===== src/rtl/serial_add_pkg.sv =====
// Shared types for the bit-serial adder front end: FSM state encoding and default operand width.
package serial_add_pkg;

  typedef enum logic [1:0] {
    IDLE  = 2'd0,
    SHIFT = 2'd1,
    GAP   = 2'd2
  } state_t;

  localparam int SER_WIDTH = 8;

endpackage


===== src/rtl/operand_serializer.sv =====
// Accepts A/B operand pairs and streams them LSB first, one bit per cycle, to a bit-serial adder.
// Define OPERAND_SERIALIZER_FRAME_GAP_EN to insert one idle cycle between consecutive frames.
module operand_serializer
  import serial_add_pkg::*;
#(
  parameter int WIDTH = SER_WIDTH
) (
  input  logic             clk,
  input  logic             rst,
  input  logic             op_valid,
  output logic             op_ready,
  input  logic [WIDTH-1:0] op_a,
  input  logic [WIDTH-1:0] op_b,
  output logic             en_i,
  output logic             in1,
  output logic             in2,
  output logic             busy
);

  localparam int            CW   = $clog2(WIDTH);
  localparam logic [CW-1:0] LAST = CW'(WIDTH - 1);

  state_t           r_state, w_state_nxt;
  logic [CW-1:0]    r_cnt;
  logic [WIDTH-1:0] r_sr_a, r_sr_b, r_hr_a, r_hr_b;
  logic             r_hr_full, r_en, r_in1, r_in2;
  logic             w_acc, w_load, w_from_hr, w_shift, w_stop, w_hr_wr, w_hr_clr;
  logic [WIDTH-1:0] w_src_a, w_src_b;

  assign w_acc    = op_valid && !r_hr_full;
  assign w_src_a  = w_from_hr ? r_hr_a : op_a;
  assign w_src_b  = w_from_hr ? r_hr_b : op_b;
  assign op_ready = !r_hr_full;
  assign busy     = (r_state != IDLE) || r_hr_full;
  assign en_i     = r_en;
  assign in1      = r_in1;
  assign in2      = r_in2;

  always_comb begin
    w_state_nxt = r_state;
    w_load      = 1'b0;
    w_from_hr   = 1'b0;
    w_shift     = 1'b0;
    w_stop      = 1'b0;
    w_hr_wr     = 1'b0;
    w_hr_clr    = 1'b0;
    case (r_state)
      IDLE: begin
        if (w_acc) begin
          w_load      = 1'b1;
          w_state_nxt = SHIFT;
        end
      end
      SHIFT: begin
        if (r_cnt != LAST) begin
          w_shift = 1'b1;
          w_hr_wr = w_acc;
        end else begin
`ifdef OPERAND_SERIALIZER_FRAME_GAP_EN
          // A word taken on the last bit waits in HR through the gap cycle
          w_stop  = 1'b1;
          w_hr_wr = w_acc;
          if (r_hr_full || w_acc) w_state_nxt = GAP;
          else                    w_state_nxt = IDLE;
`else
          if (r_hr_full) begin
            w_load    = 1'b1;
            w_from_hr = 1'b1;
            w_hr_clr  = 1'b1;
            w_hr_wr   = w_acc;
          end else if (w_acc) begin
            w_load = 1'b1;
          end else begin
            w_stop      = 1'b1;
            w_state_nxt = IDLE;
          end
`endif
        end
      end
`ifdef OPERAND_SERIALIZER_FRAME_GAP_EN
      GAP: begin
        w_state_nxt = SHIFT;
        w_load      = 1'b1;
        w_from_hr   = 1'b1;
        w_hr_clr    = 1'b1;
        w_hr_wr     = w_acc;
      end
`endif
      default: w_state_nxt = IDLE;
    endcase
  end

  // Bit 0 goes straight to the output register on load; SR keeps the remaining bits
  always_ff @(posedge clk) begin
    if (rst) begin
      r_state   <= IDLE;
      r_cnt     <= '0;
      r_sr_a    <= '0;
      r_sr_b    <= '0;
      r_hr_a    <= '0;
      r_hr_b    <= '0;
      r_hr_full <= 1'b0;
      r_en      <= 1'b0;
      r_in1     <= 1'b0;
      r_in2     <= 1'b0;
    end else begin
      r_state <= w_state_nxt;
      if (w_load) begin
        r_en   <= 1'b1;
        r_in1  <= w_src_a[0];
        r_in2  <= w_src_b[0];
        r_sr_a <= w_src_a >> 1;
        r_sr_b <= w_src_b >> 1;
        r_cnt  <= '0;
      end else if (w_shift) begin
        r_in1  <= r_sr_a[0];
        r_in2  <= r_sr_b[0];
        r_sr_a <= r_sr_a >> 1;
        r_sr_b <= r_sr_b >> 1;
        r_cnt  <= r_cnt + CW'(1);
      end else if (w_stop) begin
        r_en  <= 1'b0;
        r_in1 <= 1'b0;
        r_in2 <= 1'b0;
        r_cnt <= '0;
      end
      // A refill on the same edge as a drain keeps HR occupied
      if (w_hr_wr) begin
        r_hr_a    <= op_a;
        r_hr_b    <= op_b;
        r_hr_full <= 1'b1;
      end else if (w_hr_clr) begin
        r_hr_full <= 1'b0;
      end
    end
  end

endmodule

===== config.mk =====
export PLATFORM = sky130hd
export DESIGN_NAME = operand_serializer
export DESIGN_NICKNAME = d
export VERILOG_FILES = /design/src/rtl/serial_add_pkg.sv /design/src/rtl/operand_serializer.sv
export SDC_FILE = /design/constraint.sdc
export NUM_CORES = 1
export LEC_CHECK = 0
export CAP_MARGIN = 20
export CORE_MARGIN = 3
export CORE_UTILIZATION = 45
export CTS_BUF_LIST = sky130_fd_sc_hd__clkbuf_2
export DETAILED_ROUTE_END_ITERATION = 12
export PLACE_DENSITY = 0.68
export REMOVE_ABC_BUFFERS = 1
export SLEW_MARGIN = 20
export SYNTH_ARGS = -nofsm -noshare
export SYNTH_HDL_FRONTEND = slang
export SYNTH_SLANG_ARGS = --single-unit

===== constraint.sdc =====
create_clock -name clk -period 5.3 [get_ports clk]
set_input_delay 0.53 -clock clk [delete_from_list [all_inputs] [get_ports clk]]
set_output_delay 0.53 -clock clk [all_outputs]
set_load 0.1 [all_outputs]

**Word level (Yosys, flattened, before mapping)**

Index checks and enable logic that the tools add are counted.
W data, S select, Z words.

- Add/sub/neg operators: 1
- Eq/ne operators: 7
- Muxes and demuxes: 38
- Reductions and logical operators: 13

Operators with widths:

| cell | count |
|---|---|
| $mux W7 | 4 |
| $mux W1 | 24 |
| $mux W8 | 2 |
| $ne A2 B2 Y1 const B | 5 |
| $reduce_bool A2 Y1 | 5 |
| $mux W2 | 4 |
| $mux W3 | 2 |
| $pmux W2 S2 | 1 |
| $reduce_and A4 Y1 | 1 |
| $add A3 B1 Y3 const B | 1 |
| $ne A3 B3 Y1 const B | 1 |
| $reduce_bool A3 Y1 | 1 |
| $eq A2 B1 Y1 const B | 1 |
| $logic_not A2 Y1 | 1 |
| $pmux W1 S2 | 1 |
| $reduce_and A2 Y1 | 1 |
| $reduce_or A2 Y1 | 1 |
| $logic_and A1 B1 Y1 | 1 |
| $logic_not A1 Y1 | 1 |
| $logic_or A1 B1 Y1 | 1 |

- Register bits after elaboration: 39
- Input port bits: 19
- Output and inout port bits: 5
- Word-level logic and storage cells: 69

**Longest topological paths before layout**

- Word-level depth: 9
- Gate-level depth with buffers: 8

**Least setup slack after synthesis**

No wires, ideal clock.

- Path type: reg2reg
- Start: reg r_cnt[0]
- End: reg r_sr_a[3]
- Library setup time: 0.132 ns
- Arrival: 1.617 ns
- Data required time: 5.168 ns
- Setup slack: 3.551 ns
- Cell stages (with the launch flop): 8
- Buffers on the path: 2
- Cells stage by stage: dfxtp_1 ha_1 ha_1 and3_1 clkbuf_1 buf_6 a222oi_1 a21oi_1

- Longest elaborated chain between the ends: 5

RTL lines:

| element | RTL line | source |
|---|---|---|
| start, declared | operand_serializer.sv:24 | `logic [CW-1:0] r_cnt;` |
| start signal, assigned | operand_serializer.sv:120 | `r_cnt <= r_cnt + CW'(1);` |
| $ne A3 B3 Y1 (*) | operand_serializer.sv:55 | `if (r_cnt != LAST) begin` |
| $mux W1 | operand_serializer.sv:55 |  |
| $mux W1 | operand_serializer.sv:47 | `case (r_state)` |
| $mux W8 | operand_serializer.sv:31 | `assign w_src_a = w_from_hr ? r_hr_a : op_a;` |
| $mux W7 | operand_serializer.sv:108 | `if (w_load) begin` |
| end signal, assigned | operand_serializer.sv:112 | `r_sr_a <= w_src_a >> 1;` |
| end signal, assigned | operand_serializer.sv:118 | `r_sr_a <= r_sr_a >> 1;` |
| end, declared | operand_serializer.sv:25 | `logic [WIDTH-1:0] r_sr_a, r_sr_b, r_hr_a, r_hr_b;` |

Every way passes the cells marked *; elsewhere a longest branch is shown, timed or not.
A chain may end at the register's enable or synchronous reset.

**Final worst setup path**

- Start: reg r_state[0]
- End: out busy

- Longest elaborated chain between the ends: 2

RTL lines:

| element | RTL line | source |
|---|---|---|
| start, declared | operand_serializer.sv:23 | `state_t r_state, w_state_nxt;` |
| start signal, assigned | operand_serializer.sv:107 | `r_state <= w_state_nxt;` |
| $reduce_bool A2 Y1 | operand_serializer.sv:34 | `assign busy = (r_state != IDLE) \|\| r_hr_full;` |
| $logic_or A1 B1 Y1 | operand_serializer.sv:34 |  |
| end, declared | operand_serializer.sv:17 | `output logic busy` |

No other way between the ends.

==> impl_metrics.py <==
metrics = {
    "setup_path": {
        "worst-path-buf-inv": 1,
        "crit_chain": "or2_2, clkdlybuf4s50_1",
        "cpMaxStageDelayCell": "clkdlybuf4s50_1",
        "end_kind": "primary output",
        "crit_required_ns": 4.77,
        "slowest_delay_ns": 1.12,
        "setup.worst_path.class": "flip-flop to primary output",
        "crit_arrival_ns": 2.36,
        "cp_top_family": "buffers and inverters",
        "start_kind": "flip-flop",
        "path_max_fanout": 16,
        "r2r_setup_slack_ns": 3.17,
    },
    "detailed_routing": {
        "wl_met3_um": 241,
        "route.met2.wl_mm": 1.723,
        "wire_per_inst_um": 14.24,
        "via_per_inst": 5.705,
        "drc": 0,
        "drt_wl_total_mm": 3.674,
        "highest_layer": "met4",
        "ant_nets": 0,
        "num_vias": 1472,
        "wl_met1_mm": 1.663,
        "first_iter_violations": 191,
        "drt-pass1-iter-count": 5,
    },
    "clock_network": {
        "cts_buffer_depth": 2,
        "clkTransAtPathRegs_ns": 0.20,
        "clock-root-buffer": "clkbuf_2",
        "cts_tree": "done",
        "clock_sinks": 38,
        "cts_made_buffers": 5,
        "hold_buffers": 0,
        "clock_latency_ns": 0.41,
        "h-tree-depth": 2,
        "postCtsSetupRepairBufs": 0,
        "post_cts_resized": 0,
    },
    "synth": {
        "async_flop_share": 0,
        "ys_warn_count": 0,
        "ys.flop_type": "dfxtp_1",
        "synth-seq-cells": 38,
        "synth_edf_count": 0,
        "syn_inst": 196,
        "synth.distinct_cells": 34,
        "seq_area_frac_synth": 0.4517,
        "syn-cell-area_um2": 1684,
        "syn_area_per_cell_um2": 8.592,
    },
    "placed_design": {
        "place_hpwl_mm": 2.326,
        "pre_cts_slack_ns": 2.767,
        "port_buffers": 23,
        "placed_cell_area_um2": 1877,
        "gp_congestion": 0.8041,
    },
    "global_route": {
        "first_global_vias": 1355,
        "grt_overflow_total": 0,
        "grt_max_degree": 37,
        "grtUsageTotal": 0.1773,
        "grt_pass1_wl_mm": 6.044,
        "antenna_found_initial": 0,
    },
    "timing": {
        "worst_pin_slew_ns": 0.9691,
        "period_share": 0.5455,
        "fin_setup_tns_ns": 0,
        "rsz0062_at_grt": "false",
        "fin_worst_skew_ns": 0.01969,
        "final_max_slew_viol_count": 0,
        "finalCriticalPeriod_ns": 2.891,
        "finalWorstSetupSlack_ns": 2.409,
        "setup_violations": 0,
        "maxSlewHeadroom": 0.3519,
        "timing.fmax_mhz": 345.9,
        "hold_viol_final": 0,
    },
    "finish": {
        "antenna_cells": 0,
        "nNetsFinal": 233,
        "final_layout_size_suffix_gt1_frac": 0.08491,
        "mostFrequentLayoutCells": "38 x dfxtp_1, 34 x nand2_1, 34 x a21oi_1, 23 x clkdlybuf4s50_1, 12 x a222oi_1",
        "fin_area_um2": 1971,
        "post-route-util": 0.5682,
        "area_growth_pct": 17.01,
        "final_common_cell": "dfxtp_1",
        "fillers": 339,
        "regArea_um2": 760.7,
        "multiInputGateArea_um2": 802.0,
    },
    "flow_run": {
        "drv_cap": 0,
    },
    "min_path": {
        "worstHoldPathType": "flip-flop to flip-flop",
    },
    "die": {
        "die_x_um": 67.18,
        "core_um2": 3468,
        "start_util": 0.4856,
        "die-height_um": 67.18,
        "io_pins": 24,
        "std_cell_rows": 21,
        "fp.dieArea_um2": 4512,
    },
    "power": {
        "cellPowerDensity_nw_per_um2": 329.8,
        "leakage_nw": 0.6868,
        "vdd_ir_drop_max_uv": 192.9,
    },
    "outcome": {
        "status": "completed",
    },
}
## where the power goes
| part | internal [mW] | leakage (nW) | switching (mW) | total (mW) |
|---|---|---|---|---|
| logic | 0.0410 | 0.323 | 0.0672 | 0.108 |
| clock network | 0.128 | 0.0532 | 0.100 | 0.228 |
| registers | 0.302 | 0.310 | 0.0114 | 0.314 |
## state kept, by name, summed over array words and instances, names as in the netlist
signal / cells
en_i: 1
in1: 1
in2: 1
r_cnt: 3
r_hr_a: 8
r_hr_b: 8
r_hr_full: 1
r_sr_a: 7
r_sr_b: 7
r_state: 1
## kinds of logic after synthesis
logic type                 Yosys count  synth area share
muxes                                1          0.005944
adders and majority gates            3           0.02229
and+or+nand+nor                     54            0.1516
DFF                                 38            0.4517
AOI/OAI and AO/OA                   79            0.2964
buffers and inverters               21           0.07206
## cell usage after synthesis, drive strengths merged (2+ instances only)
cell type / instances / area [um^2]
nor2: 7 / 33.78
a22oi: 4 / 30.03
o21ai: 19 / 98.85
buf: 11 / 83.82
o21bai: 2 / 15.01
ha: 3 / 37.54
a211oi: 3 / 22.52
and2: 2 / 15.02
a21oi: 34 / 170.2
o2bb2ai: 2 / 17.52
nand2: 35 / 133.9
nor3: 2 / 10.01
dfxtp: 38 / 760.7
and2b: 3 / 30.03
clkbuf: 5 / 18.77
inv: 5 / 18.77
a222oi: 12 / 120.1
## through the flow
stage,total power [mW],hold slack [ns],cells
after global routing,0.6789,0.4905,258
final,0.6499,0.4702,258
after floorplan,0.3871,0.4267,180
after global placement,0.4250,0.4411,250
after CTS,0.6552,0.4714,258
after detailed placement,0.4276,0.4473,250
## routing by layer
metal  global-route usage  vias up
met3              0.04659        6
li1                     -      738
met4              0.07595        0
met5                    0        -
met2               0.2982       41
met1               0.2126      687
## final timing paths
check	start	endpoint	depth (start not counted)
setup / recovery	r_state[0]	busy	2
hold / removal	r_hr_b[3]	r_hr_b[3]	2
setup reg to reg	r_cnt[0]	r_sr_b[2]	6
hold reg to reg	r_hr_b[3]	r_hr_b[3]	2
## area by class of cell
cell class	count	area share
Timing Repair Buffer	24	0.1206
Sequential cell	38	0.3860
Tap cell	46	0.02921
Clock buffer	5	0.01270
Multi-Input combinational cell	137	0.4070
Inverter	5	0.009524
Clock inverter	3	0.03492
## tightest hold or removal path, stage by stage (launching register included)
cell and delay, ns:
dfxtp_1 0.35, nand2_1 0.05, a21oi_1 0.05
Note: power is estimated with default switching activity, not from simulation.
